### src/rtl/bomb_defuse_ctrl.sv
// bomb_defuse_ctrl: countdown, keypad code entry and defuse/explode FSM.
// Drives the piezo stage bomb input (defused) and the 7-seg seconds (BCD).
//
// Ports:
//   clk        system clock, all state on rising edge
//   rst        asynchronous, active-low reset
//   arm        level, starts the countdown from IDLE
//   key_valid  one-cycle strobe qualifying key_data
//   key_data   0-9 digit, 4'hC clear, other codes ignored
//   armed      high while counting down (ARMED/CHECK)
//   defused    high once the correct code was entered
//   exploded   high once time ran out or too many wrong codes
//   sec_bcd    remaining seconds, two BCD digits
//   digit_cnt  digits entered for the current attempt
//   fail_cnt   wrong codes so far
module bomb_defuse_ctrl #(
  parameter int          TICK_CNT  = 1_000_000,
  parameter logic [15:0] SECRET    = 16'h1234,
  parameter int          START_SEC = 60,
  parameter int          PENALTY   = 10,
  parameter int          MAX_FAIL  = 3
) (
  input  logic       clk,
  input  logic       rst,
  input  logic       arm,
  input  logic       key_valid,
  input  logic [3:0] key_data,
  output logic       armed,
  output logic       defused,
  output logic       exploded,
  output logic [7:0] sec_bcd,
  output logic [2:0] digit_cnt,
  output logic [1:0] fail_cnt
);

  typedef enum logic [2:0] {
    S_IDLE,
    S_ARMED,
    S_CHECK,
    S_DEFUSED,
    S_EXPLODED
  } state_t;

  localparam int TW =
    (TICK_CNT > 1) ? $clog2(TICK_CNT) : 1;
  localparam logic [TW-1:0] TICK_LAST =
    TW'(TICK_CNT - 1);
  localparam logic [7:0] START_BCD =
    {4'(START_SEC / 10), 4'(START_SEC % 10)};
  localparam logic [6:0] PEN = 7'(PENALTY);
  localparam logic [1:0] FAIL_LIM = 2'(MAX_FAIL);

  state_t          state, state_n;
  logic [TW-1:0]   tick, tick_n;
  logic [15:0]     entry, entry_n;
  logic [7:0]      sec_n;
  logic [2:0]      dcnt_n;
  logic [1:0]      fcnt_n;
  logic [1:0]      fcnt_inc;
  logic            run;
  logic            tc;
  logic            key_dig;
  logic            key_clr;
  logic [6:0]      dec;

  // Saturating BCD subtract of a small binary amount.
  // Goes through binary so the result is always
  // a legal two-digit BCD value.
  function automatic logic [7:0] bcd_sub(
    input logic [7:0] v,
    input logic [6:0] d
  );
    logic [7:0] bin;
    logic [7:0] r;
    logic [7:0] t;
    logic [7:0] o;
    bin = 8'(v[7:4]) * 8'd10 + 8'(v[3:0]);
    if (bin <= {1'b0, d}) return 8'h00;
    r = bin - {1'b0, d};
    t = r / 8'd10;
    o = r % 8'd10;
    return {t[3:0], o[3:0]};
  endfunction

  always_comb begin
    state_n  = state;
    sec_n    = sec_bcd;
    tick_n   = tick;
    entry_n  = entry;
    dcnt_n   = digit_cnt;
    fcnt_n   = fail_cnt;
    run      = (state == S_ARMED) ||
               (state == S_CHECK);
    tc       = run && (tick == TICK_LAST);
    key_dig  = key_valid && (key_data <= 4'd9);
    key_clr  = key_valid && (key_data == 4'hC);
    fcnt_inc = fail_cnt + 2'd1;
    dec      = {6'd0, tc};

    if (run) begin
      tick_n = tc ? '0 : tick + TW'(1);
    end

    unique case (state)
      S_IDLE: begin
        if (arm) begin
          state_n = S_ARMED;
          sec_n   = START_BCD;
          tick_n  = '0;
          entry_n = '0;
          dcnt_n  = '0;
          fcnt_n  = '0;
        end
      end

      S_ARMED: begin
        unique case (1'b1)
          key_dig: begin
            entry_n = {entry[11:0], key_data};
            dcnt_n  = digit_cnt + 3'd1;
          end
          key_clr: begin
            entry_n = '0;
            dcnt_n  = '0;
          end
          default: ;
        endcase
        sec_n = bcd_sub(sec_bcd, dec);
        // Running out of time wins over a 4th digit.
        if (sec_n == 8'h00) begin
          state_n = S_EXPLODED;
        end else if (key_dig &&
                     digit_cnt == 3'd3) begin
          state_n = S_CHECK;
        end
      end

      S_CHECK: begin
        if (entry == SECRET) begin
          sec_n   = bcd_sub(sec_bcd, dec);
          state_n = (sec_n == 8'h00) ?
                    S_EXPLODED : S_DEFUSED;
        end else begin
          fcnt_n = fcnt_inc;
          if (fcnt_inc == FAIL_LIM) begin
            sec_n   = bcd_sub(sec_bcd, dec);
            state_n = S_EXPLODED;
          end else begin
            // Tick and penalty may land together.
            sec_n   = bcd_sub(sec_bcd, dec + PEN);
            entry_n = '0;
            dcnt_n  = '0;
            state_n = (sec_n == 8'h00) ?
                      S_EXPLODED : S_ARMED;
          end
        end
      end

      default: ;
    endcase
  end

  always_ff @(posedge clk or negedge rst) begin
    if (!rst) begin
      state     <= S_IDLE;
      sec_bcd   <= START_BCD;
      tick      <= '0;
      entry     <= '0;
      digit_cnt <= '0;
      fail_cnt  <= '0;
      armed     <= 1'b0;
      defused   <= 1'b0;
      exploded  <= 1'b0;
    end else begin
      state     <= state_n;
      sec_bcd   <= sec_n;
      tick      <= tick_n;
      entry     <= entry_n;
      digit_cnt <= dcnt_n;
      fail_cnt  <= fcnt_n;
      armed     <= (state_n == S_ARMED) ||
                   (state_n == S_CHECK);
      defused   <= (state_n == S_DEFUSED);
      exploded  <= (state_n == S_EXPLODED);
    end
  end

endmodule
### config.mk
export PLATFORM = sky130hd
export DESIGN_NAME = bomb_defuse_ctrl
export DESIGN_NICKNAME = d
export VERILOG_FILES = /design/src/rtl/bomb_defuse_ctrl.sv
export SDC_FILE = /design/constraint.sdc
export NUM_CORES = 1
export LEC_CHECK = 0
export BUFFER_PORTS_ARGS = -buffer_cell sky130_fd_sc_hd__buf_2
export CORE_UTILIZATION = 30
export CTS_BUF_LIST = sky130_fd_sc_hd__clkbuf_2 sky130_fd_sc_hd__clkbuf_4 sky130_fd_sc_hd__clkbuf_8
export CTS_CLUSTER_DIAMETER = 50
export DETAILED_ROUTE_END_ITERATION = 10
export PLACE_DENSITY = 0.54
export RECOVER_POWER = 100
export SLEW_MARGIN = 25
export SYNTH_ARGS = -nofsm -noshare
export SYNTH_HDL_FRONTEND = slang
export SYNTH_SLANG_ARGS = --single-unit
### constraint.sdc
create_clock -name clk -period 12.8 [get_ports clk]
set_clock_uncertainty 0.15 [all_clocks]
set_input_delay 0.64 -clock clk [delete_from_list [all_inputs] [get_ports clk]]
set_output_delay 0.64 -clock clk [all_outputs]
set_load 0.1 [all_outputs]
==> impl_metrics.csv <==
group,metric,value,unit
outcome,status,"complete, but fails checks",
outcome,violations,"max-capacitance violations, max-slew violations",
cts,ctsLongestPathBuffers,2,
logic_synthesis,ys_seq_area_share,28.8,%
placed_design,hpwl,8880,microns
die,die_y,128,microns
cts,clk_latency,300,ps
logic_synthesis,syn-num-nets,581,
cts,cts_hold_buf,0,
timing,final_hold_viol_count,0,
critical_path,crit_start,"state[0]",
logic_synthesis,synth_ff_type,"dfrtp_1",
detailed_routing,antenna_left,0,
critical_path,r2r_slack,5290,ps
global_routing,grt_pass1_vias,3968,
critical_path,cp_data_arrival_time,7570,ps
critical_path,cp-end-kind,"register",
cts,clockRootBuffer,"clkbuf_8",
die,core_area,15400,sq um
logic_synthesis,async_reset_ff_share,100,%
die,ioPinCount,24,
layout,nets,589,
detailed_routing,drt-total-wl,11800,microns
timing,rsz0062_at_grt,"no",
die,die_w,128,microns
global_routing,track_usage,14.6,%
logic_synthesis,yosysWarnings,0,
critical_path,worstSetupPathType,"reg -> reg",
cts,postCtsResizedCells,0,
timing,drv_slew,56,
cts,postCtsSetupRepairBufs,0,
timing,setup-tns-final,0,ps
critical_path,cp-endpoint,"sec_bcd[2]",
placed_design,globalplace.congestion,0.878,
timing,timing.fmax,133,MHz
layout,diodes,0,
layout,syn_to_final_growth,6.37,%
logic_synthesis,yosysUniqueCellTypes,92,
critical_path,r2r-start,"state[0]",
detailed_routing,first_iter_violations,254,
flow_run,drv_cap,1,
cts,cts_buffers,5,
critical_path,startpoint_type,"register",
critical_path,rr_worst_depth,23,
critical_path,worstPathRequired,12870,ps
timing,slew_headroom,-93.1,%
global_routing,grt_max_degree,56,
detailed_routing,first_pass_iters,5,
layout,layout_commonest_cell,"nand2_1",
timing,period_minus_slack,7510,ps
global_routing,grt_pass1_wl,19600,microns
hold_path,hold_path_class,"reg -> reg",
cts,cts_tree,"yes",
logic_synthesis,synth_edf_count,0,
layout,mostFrequentLayoutCells,"nand2_1 (64), dfrtp_1 (53), nor2_1 (52)",
die,die-area,16500,sq um
layout,drive_above_1_share,10.7,%
critical_path,cp_max_fo,13,
cts,htree_num_levels,2,
cts,cts.sinks,55,
placed_design,port_buffers,23,
die,fp-row-count,45,
timing,setup_viol_count_final,0,
detailed_routing,wl_per_cell,15.2,microns
detailed_routing,vias,4214,
global_routing,grt-ovfl-total,0,
detailed_routing,drc,0,
logic_synthesis,synth_cells,554,
detailed_routing,via_per_inst,5.44,
layout,fillers,1649,
timing,layout_worst_path_cycle_share,58.6,%
logic_synthesis,ys_seq_elements,55,
cts,clk_pin_slew,90,ps
global_routing,antenna_found_initial,0,
critical_path,r2r-end,"sec_bcd[2]",
die,start_util,31.1,%
logic_synthesis,netlist_area,4790,sq um
logic_synthesis,syn_avg_cell_area,8.65,sq um
timing,tightestPinTransition,2900,ps
-- layout make-up --
type / count / area [sq um] / area share (%)
Sequential cell: 55 / 1380 / 27.0
Multi-Input combinational cell: 459 / 3170 / 62.1
Inverter: 15 / 56.3 / 1.10
Clock inverter: 2 / 35.0 / 0.687
Timing Repair Buffer: 26 / 114 / 2.23
Clock buffer: 6 / 82.6 / 1.62
Tap cell: 211 / 264 / 5.18
-- how the worst min path moves through the flow --
stage / startpoint / endpoint / slack, ps / depth (start not counted)
6_report: entry[12] / entry[12] / 340 / 2
5_1_grt: entry[15] / entry[15] / 390 / 2
4_1_cts: rst / tick[16] / 330 / 2
3_5_place_dp: entry[15] / entry[15] / 330 / 2
3_3_place_gp: entry[12] / entry[12] / 320 / 2
2_1_floorplan: rst / armed / 190 / 0
-- stage by stage --
step	std cells	utilization, %	worst slack [ps]	hold slack [ps]	area (sq um)
detailed placement	766	32.8	5920	329	5070
global placement	766	32.8	6180	317	5070
finish	774	33.1	5290	344	5100
global route	774	33.1	4580	389	5100
CTS	774	33.6	5860	326	5180
floorplan	554	-	6620	194	4790
-- flip-flops by register name, summed over array words and instances (netlist names) --
register and flops:
defused 1, armed 1, tick 20, entry 16, digit_cnt 3, fail_cnt 2, exploded 1, state 3
sec_bcd 8
-- worst max-delay path, stage by stage, from the launching register on --
cell,delay (ps)
dfrtp_1,510
nand2b_1,220
o21ai_0,520
nand4_1,210
nor2_1,250
nand4_1,190
inv_1,120
ha_1,240
ha_1,300
nand2b_1,160
o211ai_1,330
o22ai_1,150
xnor2_1,440
inv_1,340
ha_1,570
a32oi_1,260
maj3_1,370
o21ai_0,300
a32oi_1,250
o31ai_1,560
nand3b_1,150
o2111ai_1,280
mux2_2,400
o221ai_1,160
-- per-layer routing --
layer / track usage [%] / routed length, microns / part of all wire, %
met5: 0 / 0 / 0
met4: 2.35 / 101 / 0.86
met3: 1.50 / 403 / 3.4
met2: 23.4 / 5300 / 45
met1: 21.4 / 5950 / 51
-- logic make-up (layout without fill, tap and decap cells) --
| kind of cell | after synthesis | after routing | synth area share [%] |
|---|---|---|---|
| xor gates and xnor gates | 44 | 44 | 9.42 |
| DFF | 55 | 55 | 28.8 |
| AOI/OAI and AO/OA | 166 | 166 | 27.1 |
| and+or+nand+nor | 224 | 224 | 24.2 |
| buffers and inverters | 40 | 49 | 3.86 |
| adders and majority gates | 20 | 20 | 5.48 |
| muxes | 5 | 5 | 1.10 |
-- synthesized netlist by cell type, types with 11 or more instances --
| cell type | instances | area share [%] |
|---|---|---|
| xor2_1 | 17 | 3.1 |
| nor2_1 | 52 | 4.1 |
| inv_1 | 12 | 0.94 |
| o211ai_1 | 12 | 1.9 |
| nand3_1 | 25 | 2.6 |
| ha_1 | 17 | 4.4 |
| nor3_1 | 11 | 1.1 |
| nand2_1 | 64 | 5.0 |
| dfrtp_1 | 53 | 28 |
| xnor2_1 | 20 | 3.7 |
| clkbuf_1 | 12 | 0.94 |
| a21oi_1 | 14 | 1.5 |
| o21ai_0 | 38 | 4.0 |
Power is not shown: default switching activity piles up to over one toggle a cycle in this logic, so the estimate is an artifact.
